===== config.mk =====
export PLATFORM = sky130hd
export DESIGN_NAME = mcp3008_responder
export DESIGN_NICKNAME = d
export VERILOG_FILES = /design/src/rtl/mcp3008_responder.sv
export SDC_FILE = /design/constraint.sdc
export NUM_CORES = 1
export LEC_CHECK = 0
export CAP_MARGIN = 20
export CORE_MARGIN = 10
export CORE_UTILIZATION = 30
export DETAILED_ROUTE_END_ITERATION = 10
export DONT_BUFFER_PORTS = 1
export PLACE_DENSITY = 0.47
export SLEW_MARGIN = 20
export SYNTH_ARGS = -nofsm -noshare
export SYNTH_HDL_FRONTEND = slang
export SYNTH_SLANG_ARGS = --single-unit

===== constraint.sdc =====
create_clock -name clk -period 2.5 [get_ports clk]
set_clock_uncertainty 0.2 [all_clocks]
set_input_delay 0.25 -clock clk [delete_from_list [all_inputs] [get_ports clk]]
set_output_delay 0.25 -clock clk [all_outputs]
set_load 0.01 [all_outputs]

===== src/rtl/mcp3008_responder.sv =====
// mcp3008_responder: SPI slave emulating the MCP3008 ADC on the device side.
// Optional LSB-first trailer after B0 enabled by MCP3008_LSB_TRAILER_EN.
module mcp3008_responder #(
    parameter int DATA_W      = 10,
    parameter int SYNC_STAGES = 2
) (
    input  logic              clk,
    input  logic              rst_n,
    input  logic              sclk,
    input  logic              cs_n,
    input  logic              din,
    output logic              dout,
    output logic              dout_oe,
    input  logic [DATA_W-1:0] adc_data,
    output logic [2:0]        chan,
    output logic              sgl_diff,
    output logic              conv_strobe,
    output logic              busy,
    output logic              frame_done
);

    localparam int CW = $clog2(DATA_W + 1);

    typedef enum logic [2:0] {
        IDLE,
        WAIT_START,
        CFG,
        SAMPLE,
        DATA,
        TAIL
    } state_t;

    logic [SYNC_STAGES-1:0] sclk_sync;
    logic [SYNC_STAGES-1:0] cs_sync;
    logic [SYNC_STAGES-1:0] din_sync;
    logic                   sclk_prev;
    logic                   sclk_s;
    logic                   cs_s;
    logic                   din_s;
    logic                   sclk_rise;
    logic                   sclk_fall;

    state_t            state, state_n;
    logic [CW-1:0]     cnt, cnt_n;
    logic [CW-1:0]     idx;
    logic [2:0]        cfg_sr, cfg_n;
    logic [DATA_W-1:0] data_q, data_n;
    logic              dout_n, oe_n, busy_n;
    logic [2:0]        chan_n;
    logic              sgl_n, strobe_n, done_n;

    assign sclk_s    = sclk_sync[SYNC_STAGES-1];
    assign cs_s      = cs_sync[SYNC_STAGES-1];
    assign din_s     = din_sync[SYNC_STAGES-1];
    assign sclk_rise = sclk_s & ~sclk_prev;
    assign sclk_fall = ~sclk_s & sclk_prev;
    assign idx       = CW'(DATA_W - 1) - cnt;

    // Bring the SPI pins into the clk domain; cs_n idles deasserted.
    always_ff @(posedge clk or negedge rst_n) begin
        if (!rst_n) begin
            sclk_sync <= '0;
            cs_sync   <= '1;
            din_sync  <= '0;
            sclk_prev <= 1'b0;
        end else begin
            sclk_sync <= {sclk_sync[SYNC_STAGES-2:0], sclk};
            cs_sync   <= {cs_sync[SYNC_STAGES-2:0], cs_n};
            din_sync  <= {din_sync[SYNC_STAGES-2:0], din};
            sclk_prev <= sclk_s;
        end
    end

    // Protocol state and registered outputs.
    always_ff @(posedge clk or negedge rst_n) begin
        if (!rst_n) begin
            state       <= IDLE;
            cnt         <= '0;
            cfg_sr      <= '0;
            data_q      <= '0;
            dout        <= 1'b0;
            dout_oe     <= 1'b0;
            busy        <= 1'b0;
            chan        <= '0;
            sgl_diff    <= 1'b0;
            conv_strobe <= 1'b0;
            frame_done  <= 1'b0;
        end else begin
            state       <= state_n;
            cnt         <= cnt_n;
            cfg_sr      <= cfg_n;
            data_q      <= data_n;
            dout        <= dout_n;
            dout_oe     <= oe_n;
            busy        <= busy_n;
            chan        <= chan_n;
            sgl_diff    <= sgl_n;
            conv_strobe <= strobe_n;
            frame_done  <= done_n;
        end
    end

    // Next-state decode; a deasserted cs_n overrides any sclk activity.
    always_comb begin
        state_n  = state;
        cnt_n    = cnt;
        cfg_n    = cfg_sr;
        data_n   = data_q;
        dout_n   = dout;
        oe_n     = dout_oe;
        busy_n   = busy;
        chan_n   = chan;
        sgl_n    = sgl_diff;
        strobe_n = 1'b0;
        done_n   = 1'b0;
        if (cs_s && state != IDLE) begin
            state_n = IDLE;
            dout_n  = 1'b0;
            oe_n    = 1'b0;
            busy_n  = 1'b0;
        end else begin
            unique case (state)
                IDLE: begin
                    dout_n = 1'b0;
                    oe_n   = 1'b0;
                    busy_n = 1'b0;
                    if (!cs_s) begin
                        state_n = WAIT_START;
                        busy_n  = 1'b1;
                        oe_n    = 1'b1;
                    end
                end
                WAIT_START: begin
                    if (sclk_rise && din_s) begin
                        state_n = CFG;
                        cnt_n   = '0;
                    end
                end
                CFG: begin
                    if (sclk_rise) begin
                        cfg_n = {cfg_sr[1:0], din_s};
                        cnt_n = cnt + 1'b1;
                        if (cnt == CW'(3)) begin
                            sgl_n   = cfg_sr[2];
                            chan_n  = {cfg_sr[1:0], din_s};
                            state_n = SAMPLE;
                        end
                    end
                end
                SAMPLE: begin
                    if (sclk_fall) begin
                        data_n   = adc_data;
                        strobe_n = 1'b1;
                        dout_n   = 1'b0;
                        cnt_n    = '0;
                        state_n  = DATA;
                    end
                end
                DATA: begin
                    if (sclk_fall) begin
                        dout_n = data_q[idx];
                        cnt_n  = cnt + 1'b1;
                        if (cnt == CW'(DATA_W - 1)) begin
                            done_n  = 1'b1;
                            cnt_n   = CW'(1);
                            state_n = TAIL;
                        end
                    end
                end
                TAIL: begin
                    if (sclk_fall) begin
`ifdef MCP3008_LSB_TRAILER_EN
                        if (cnt < CW'(DATA_W)) begin
                            dout_n = data_q[cnt];
                            cnt_n  = cnt + 1'b1;
                            if (cnt == CW'(DATA_W - 1)) begin
                                done_n = 1'b1;
                            end
                        end else begin
                            dout_n = 1'b0;
                        end
`else
                        dout_n = 1'b0;
`endif
                    end
                end
                default: state_n = IDLE;
            endcase
        end
    end

endmodule


Yosys cells after proc, flatten, opt, wreduce, memory -nomap -nowiden. Cells that the tools add are included.

Reduce and logical (&&, ||, !) cells: 14. $add $sub $neg: 2. Muxes and demuxes: 31. $lt $le $gt $ge: 1. Bitwise logic cells: 5. Equal/unequal tests: 20.

Operators with widths (number): 2-to-1 mux 3 bit (8); inequality test 3 bit, second input constant (7); 2-to-1 mux 4 bit (5); one-hot mux 3 bit (6 select lines) (1); one-hot mux 4 bit (4 select lines) (1); 2-to-1 mux 1 bit (14); inequality test 2 bit, second input constant (5); AND reduction 3 bit (3); AND reduction 8 bit (1); nonzero test 4 bit (2); == test 3 x 2 -> 1 bit, second input constant (2); == test 3 bit, second input constant (2); AND reduction 6 bit (1); less-than comparator 4 x 5 -> 1 bit, second input constant (1); adder 4 x 1 -> 4 bit, second input constant (1); binary-select mux 1 bit (select 4 bit) (1); == test 4 x 2 -> 1 bit, second input constant (1); == test 4 bit, second input constant (1); AND reduction 4 bit (1); subtractor 4 bit, first input constant (1); == test 3 x 1 -> 1 bit, second input constant (1); zero test 3 bit (1); inequality test 3 x 1 -> 1 bit, second input constant (1); NOT 1 bit (3); other kinds (6) (8).

Output and inout bits: 9. Register bits: 35.

Longest topological paths before layout. Gate-level depths: netlist (run 1).

Word-level depth: 6. Gate-level depth with buffers: 7. Gate-level depth less buffers: 7.

Worst setup path before layout (run 1). No wires, ideal clock.

Kind: register to register. Start point: register cnt[1]. End point: register dout. Path buffers: 0. Required time: 2.165 ns. Data arrival time: 1.512 ns. Slack: 0.653 ns. Stages on the path, launching flop included: 7. Cells stage by stage: dfrtp_1 -> inv_1 -> ha_1 -> mux4_2 -> a22o_1 -> a32oi_1 -> a211oi_1.

Word-level cells in the longest chain between the ends: 6.

Ends and longest elaborated chain: start, declared (line 44) `logic [CW-1:0] cnt, cnt_n;`; start signal, assigned (line 90) `cnt <= cnt_n;`; subtractor 4 bit (line 57) `assign idx = CW'(DATA_W - 1) - cnt;`; binary-select mux 1 bit (select 4 bit) (line 161) `dout_n = data_q[idx];`; 2-to-1 mux 1 bit (implied by the code) (line 161); 2-to-1 mux 1 bit (line 160) `if (sclk_fall) begin`; one-hot mux 1 bit (3 select lines) (line 122) `unique case (state)`; 2-to-1 mux 1 bit (line 116) `if (cs_s && state != IDLE) begin`; end signal, assigned (line 93) `dout <= dout_n;`; end, declared (line 12) `output logic dout,`.

Every way passes these cells. The select of a mux whose other input is x is not followed. A chain may end at the register's enable or synchronous reset.

Worst setup path after layout (run 1).
Start point: register cnt[1]. End point: register cnt[3].

Word-level cells in the longest chain between the ends: 4.

Ends and longest elaborated chain: adder 4 x 1 -> 4 bit or == test 4 bit (tied branches) (line 142, 162, 163); 2-to-1 mux 4 bit (line 163) `if (cnt == CW'(DATA_W - 1)) begin`; 2-to-1 mux 4 bit (line 160); one-hot mux 4 bit (4 select lines) (*) (line 122).

Every way passes the cells marked *; elsewhere a longest branch is shown, timed or not. The select of a mux whose other input is x is not followed.

==> results of run 1 <==
==> power by group through the flow <==
stage	Combinational (mW)	Sequential (mW)	Clock, mW
after detailed placement	0.183	0.729	0
after floorplan	0.194	0.680	0
after CTS	0.216	0.718	0.399
final	0.212	0.717	0.382
after global routing	0.237	0.729	0.423
after global placement	0.179	0.725	0
==> metal layers <==
layer	global-route usage (%)	share of wire, %	vias up
met3	2.72	4.4	6
met2	11.8	48	25
met5	0	0	-
li1	-	-	508
met4	5.70	2.6	0
met1	8.77	45	518
==> worst paths after layout <==
| kind | start | endpoint | slack (ps) | depth (start not counted) |
|---|---|---|---|---|
| min | sclk_sync[0]$_DFF_PN0_ | sclk_sync[1]$_DFF_PN0_ | 150 | 0 |
| max reg2reg | cnt[1]$_DFFE_PN0P_ | cnt[3]$_DFFE_PN0P_ | 470 | 7 |
| max | cnt[1]$_DFFE_PN0P_ | cnt[3]$_DFFE_PN0P_ | 470 | 7 |
| min reg2reg | sclk_sync[0]$_DFF_PN0_ | sclk_sync[1]$_DFF_PN0_ | 150 | 0 |
| max in group asynchronous | rst_n | cs_sync[1]$_DFF_PN1_ | 1640 | 2 |
| min in group asynchronous | rst_n | sgl_diff$_DFFE_PN0P_ | 200 | 2 |
==> stage by stage <==
stage | hold slack, ps | std cells | cell area [um2] | setup WS (ps)
finish | 154 | 220 | 1940 | 473
floorplan | -246 | 134 | 1640 | 653
global placement | -244 | 197 | 1690 | 486
detailed placement | -243 | 197 | 1690 | 482
CTS | 155 | 220 | 1940 | 482
global route | 159 | 220 | 1940 | 311
==> worst max-delay path, stage by stage, from the launching register on <==
cell     delay (ps)
dfrtp_1         480
inv_1            90
ha_1            220
nand3_1         130
nand2_1         100
a21oi_1         390
a41oi_1         180
a31oi_1         150
==> sequential cells by signal (all words and copies together), names as in the netlist, 2 cells and up <==
register and flops:
state 3, cfg_sr 3, sclk_sync 2, cnt 4, chan 3, din_sync 2, data_q 10, cs_sync 2
==> cells by family (layout without fill, tap and decap cells) <==
kind of cell / count (synthesis) / after routing / share of synthesized area (%)
AO/OA/AOI/OAI: 23 / 23 / 10.4
XOR/XNOR: 1 / 1 / 0.533
adder cells (fa/ha/maj): 3 / 3 / 2.28
buffers and inverters: 11 / 27 / 3.20
flip-flops: 35 / 35 / 53.4
multiplexers: 20 / 20 / 15.9
AND/OR/NAND/NOR: 41 / 41 / 14.2
==> cell usage in the layout, fill, tap and decap left out, drive strengths merged, types with 3 or more instances in the layout <==
cell type	Yosys	final
a21oi	3	3
a31oi	3	3
clkbuf	1	7
dfrtp	33	33
dlygate4sd3	0	14
ha	3	3
inv	4	4
mux2	17	17
nand2	8	8
nor2	11	11
nor3	6	6
o21ai	5	5
==> cell type report <==
class / instances / area, um2 / area share (%)
Sequential cell: 35 / 878 / 45.4
Inverter: 4 / 15.0 / 0.776
Clock inverter: 1 / 5.00 / 0.259
Clock buffer: 7 / 76.3 / 3.94
Tap cell: 70 / 87.6 / 4.52
Timing Repair Buffer: 15 / 160 / 8.27
Multi-Input combinational cell: 88 / 713 / 36.8
==> repair_timing <==
action | CTS | global route
hold buffers | 15 | 0
gates resized for setup | 0 | 0
endpoints found under the hold margin | 48 | 0
==> out/qor.csv, run 1 <==
stage;metric;value;unit
sta;Fin. Hold Viols;0;
yosys;Async S/R FF share, synth;100;%
final_layout;antenna diode count;0;
sta;relative slew slack;67.6;%
floorplan;Core ar.;5200;um2
hold_path;Hold/Removal Path Class;reg -> reg;
global_route;first-pass GRT wire length;5290;um
cts;Setup Buffers After CTS;0;
place;routability cong.;0.878;
worst_setup_path;CP Class;reg -> reg;
global_route;initial antenna violation count;0;
cts;Longest Clk Path Bufs;2;
yosys;Post-synth EDFFs;0;
run_status;status;finished, final reports clean;
flow_run;number of max-cap violations;0;
pwr;Clk pwr share;29.1;%
global_route;largest net degree at the start of global routing;36;
worst_setup_path;critical path endpoint category;flop;
sta;Post-Route Setup TNS;0;ps
yosys;Post-synth top flop;dfrtp_1;
floorplan;die extent in y;94.0;um
worst_setup_path;Worst EP required;2510;ps
final_layout;area grow syn2layout;17.7;%
detailed_routing;Initial DRT Pass Iterations;4;
yosys;Mapped Area;1640;um2
yosys;Avg Synthesized Cell Area;12.3;um2
pwr;Leak;0.816;nW
global_route;GRT Total Usage;7.75;%
cts;Worst-Skew Late Latency;280;ps
place;Port Buf Inserts;0;
worst_setup_path;CP Launch Type;flop;
place;Detailed Place HPWL;2350;um
sta;Max Transition Viols Final;0;
pwr;Reg power frac;54.7;%
floorplan;die span in x;94.0;um
detailed_routing;Via Count;1057;
pwr;PD cells;678;nW/um2
yosys;post-synthesis sequential area ratio;53.4;%
sta;RSZ-0062 raised after global routing;no;
pwr;logic gate share of total power;16.2;%
yosys;Area contributors post-synth;dfrtp_1 50%, mux2_2 8.9%, mux2_4 3.7%;
yosys;top cells by count, synth;33 x dfrtp_1, 13 x mux2_2, 10 x nor2_1;
detailed_routing;DRC viols;0;
global_route;vias in the first global route;1103;
pwr;Sw Share;28.3;%
sta;min Tclk post-route;2030;ps
yosys;Distinct cells, synth;42;
cts;TritonCTS Sinks;35;
global_route;GR Overflow Total;0;
detailed_routing;post-route ant nets;0;
final_layout;layout cell share with drive strength beyond 1;22.7;%
pwr;Switch Pwr;0.371;mW
final_layout;Fillers;499;
cts;Root Buffer;clkbuf_8;
cts;TritonCTS buffer count;5;
sta;fmax;0.493;GHz
yosys;FF+latch count, synth;35;
cts;clk slew on worst S/H paths;70;ps
floorplan;Ports;24;
detailed_routing;Iteration-0 DRC Markers;132;
floorplan;Placement Rows;26;
sta;Final Setup Violations;0;
yosys;Yosys top cell area share;50.2;%
pwr;Power Total;1.31;mW
final_layout;post-layout util;37.2;%
detailed_routing;WL per Instance;14.6;um
worst_setup_path;WP data arrival;2040;ps
cts;CTS H-tree depth;2;
final_layout;Net count, final;167;
floorplan;Initial Util;31.6;%
yosys;cells after synthesis;134;
yosys;syn nets;152;
floorplan;die area;8840;um2
yosys;top-count cell post-synth;dfrtp_1;
yosys;cell accounting for the most synthesized area;dfrtp_1;
sta;Worst Tran Pin Value;485;ps
detailed_routing;final WL;3200;um
worst_setup_path;crit-path max FO;6;
sta;crit share post-route;81.1;%
pwr;peak supply drop;214;uV
cts;TritonCTS clock tree;done;
yosys;Syn. warnings;0;
detailed_routing;vias per cell;4.80;
pwr;Internal Pwr Total;0.941;mW
Note: power is estimated with default switching activity, not from simulation.
==> run 2: changes to the inputs <==
clock period = 2 ns   (was 2.5 ns; I/O delays follow)
==> run 2 against run 1 <==
Wire length rose by 3.0%. Maximum frequency rose by 5.8%. Largest cell class unchanged. Global-route usage rose by 0.48 points. Die area did not move. First-iteration DRC count rose by 5.3%. Highest routed layer unchanged. Sequential power rose by 22%. Register-to-register slack got worse by 390 ps. Cell area rose by 3.4%.
==> out/qor.csv, run 2 (same netlist as run 1, synthesis figures left out) <==
stage;metric;value;unit;change
worst_setup_path;WP buf/inv;0;;was 1
detailed_routing;DRC viols;0;;unchanged
sta;RSZ-0062 raised after global routing;no;;unchanged
floorplan;Ports;24;;unchanged
worst_setup_path;slowest stage delay, CP;460;ps;was 480 ps
worst_setup_path;Slowest cell on crit path;dfrtp_2;;was dfrtp_1
floorplan;die area;8840;um2;unchanged
final_layout;commonest non-fill, non-tap cells in the layout;31 x dfrtp_1, 14 x dlygate4sd3_1, 13 x mux2_2;;was 33 x dfrtp_1, 14 x dlygate4sd3_1, 13 x mux2_2
worst_setup_path;CP Launch Type;flop;;unchanged
flow_run;number of max-cap violations;0;;unchanged
global_route;GR Overflow Total;0;;unchanged
pwr;Reg power frac;52.2;%;was 54.7%
pwr;Sw Share;28.5;%;was 28.3%
worst_setup_path;number of cells on the worst reg-to-reg path;4;;was 7
final_layout;Net count, final;174;;was 167
cts;clk slew on worst S/H paths;70;ps;about the same
detailed_routing;WL per Instance;14.5;um;was 14.6 um
final_layout;antenna diode count;0;;unchanged
final_layout;layout cell share with drive strength beyond 1;28.7;%;was 22.7%
cts;Root Buffer;clkbuf_8;;unchanged
cts;TritonCTS buffer count;5;;unchanged
detailed_routing;post-route ant nets;0;;unchanged
pwr;PD cells;841;nW/um2;was 678 nW/um2
worst_setup_path;CP Class;reg -> reg;;unchanged
final_layout;largest registers;data_q: 10 flops, cnt: 4 flops;;unchanged
floorplan;die span in x;94.0;um;unchanged
place;Port Buf Inserts;0;;unchanged
sta;relative slew slack;73.9;%;was 67.6%
worst_setup_path;worst-path cell chain;nor3b_4 > nand2_2 > or3_4 > mux2_4;;was inv_1 > ha_1 > nand3_1 > nand2_1 > a21oi_1 > a41oi_1 > a31oi_1
detailed_routing;final WL;3300;um;was 3200 um
worst_setup_path;crit-path max FO;6;;unchanged
sta;min Tclk post-route;1920;ps;was 2030 ps
sta;Worst Tran Pin Value;386;ps;was 485 ps
sta;Final Worst Setup Slack;84.4;ps;was 473 ps
final_layout;Largest Register;data_q;;unchanged
pwr;Internal Pwr Total;1.20;mW;was 0.941 mW
cts;CTS H-tree depth;2;;unchanged
place;Detailed Place HPWL;2440;um;was 2350 um
sta;Final Setup Violations;0;;unchanged
global_route;initial antenna violation count;0;;unchanged
hold_path;Hold/Removal Path Class;in -> async;;was reg -> reg
cts;Worst-Skew Late Latency;280;ps;about the same
global_route;vias in the first global route;1160;;was 1,103
global_route;GRT Total Usage;8.23;%;was 7.75%
pwr;logic gate share of total power;18.9;%;was 16.2%
cts;TritonCTS Sinks;35;;unchanged
global_route;first-pass GRT wire length;5760;um;was 5290 um
final_layout;max reg flops;10;;unchanged
place;routability cong.;0.871;;was 0.878
worst_setup_path;crit-path leading delay family;simple AND/OR/NAND/NOR gates;;was compound AO/OA/AOI/OAI gates
floorplan;die extent in y;94.0;um;unchanged
final_layout;most common cell after layout, fill and taps aside;dfrtp_1;;unchanged
pwr;Switch Pwr;0.480;mW;was 0.371 mW
floorplan;Core ar.;5200;um2;unchanged
detailed_routing;vias per cell;4.93;;was 4.80
sta;Max Transition Viols Final;0;;unchanged
sta;fmax;0.522;GHz;was 0.493 GHz
floorplan;Initial Util;31.6;%;unchanged
cts;TritonCTS clock tree;done;;unchanged
pwr;Clk pwr share;28.9;%;was 29.1%
floorplan;Placement Rows;26;;unchanged
pwr;peak supply drop;294;uV;was 214 uV
sta;Post-Route Setup TNS;0;ps;unchanged
worst_setup_path;Crit path depth;4;;was 7
detailed_routing;Via Count;1119;;was 1,057
worst_setup_path;WP data arrival;1890;ps;was 2040 ps
place;Post-Place Setup Slack;47.9;ps;was 482 ps
pwr;Leak;0.850;nW;was 0.816 nW
final_layout;Fillers;512;;was 499
worst_setup_path;Worst EP required;1970;ps;was 2510 ps
pwr;Power Total;1.68;mW;was 1.31 mW
final_layout;area grow syn2layout;21.8;%;was 17.7%
sta;hold slack;151;ps;was 154 ps
cts;Longest Clk Path Bufs;2;;unchanged
global_route;largest net degree at the start of global routing;36;;unchanged
run_status;status;finished, final reports clean;;unchanged
worst_setup_path;critical path endpoint category;flop;;unchanged
sta;crit share post-route;95.8;%;was 81.1%
detailed_routing;Iteration-0 DRC Markers;139;;was 132
final_layout;post-layout util;38.5;%;was 37.2%
detailed_routing;Initial DRT Pass Iterations;6;;was 4
sta;Fin. Hold Viols;0;;unchanged
-- run 2: path summary, 6_finish.rpt --
kind | slack, ps | end | start
worst max-delay path | 80 | chan[1]$_DFFE_PN0P_ | state[0]$_DFFE_PN0P_
worst min-delay path | 150 | sgl_diff$_DFFE_PN0P_ | rst_n
worst max register to register | 80 | chan[1]$_DFFE_PN0P_ | state[0]$_DFFE_PN0P_
worst min register to register | 150 | din_sync[1]$_DFF_PN0_ | din_sync[0]$_DFF_PN0_
max in group asynchronous | 1190 | cs_sync[1]$_DFF_PN1_ | rst_n
min in group clk | 150 | din_sync[1]$_DFF_PN0_ | din_sync[0]$_DFF_PN0_
-- run 2: layer usage --
| metal | wire length [um] | global-route usage (%) | vias up |
|---|---|---|---|
| met5 | 0 | 0 | - |
| met4 | 60 | 4.94 | 0 |
| li1 | - | - | 524 |
| met1 | 1540 | 10.2 | 551 |
| met3 | 135 | 2.64 | 6 |
| met2 | 1560 | 12.2 | 38 |
-- run 2: timing repair --
action                     4_1_cts  5_1_grt
hold buffers                    15        0
resized for setup                0        5
hold endpoints to repair        48        0
setup endpoints to repair        0        5
setup buffers                    0        0
-- run 2: metrics by stage --
| step | instances | cell area [um2] |
|---|---|---|
| after CTS | 227 | 1990 |
| final | 227 | 2000 |
| after detailed placement | 204 | 1750 |
| after global placement | 204 | 1750 |
| after global routing | 227 | 2000 |
| after floorplan | 134 | 1640 |
-- run 2: power by group through the flow --
stage / registers (mW) / logic (mW) / clock network (mW)
after global placement: 0.888 / 0.269 / 0
final: 0.878 / 0.318 / 0.487
after floorplan: 0.850 / 0.242 / 0
after detailed placement: 0.889 / 0.272 / 0
after CTS: 0.875 / 0.315 / 0.512
after global routing: 0.890 / 0.357 / 0.547
-- run 2: final cells by class --
class	count	area, um2	share of cell area (%)
Clock inverter	1	5.00	0.250
Sequential cell	35	881	44.0
Timing Repair Buffer	22	213	10.6
Multi-Input combinational cell	88	724	36.2
Clock buffer	7	76.3	3.81
Inverter	4	15.0	0.750
Tap cell	70	87.6	4.38
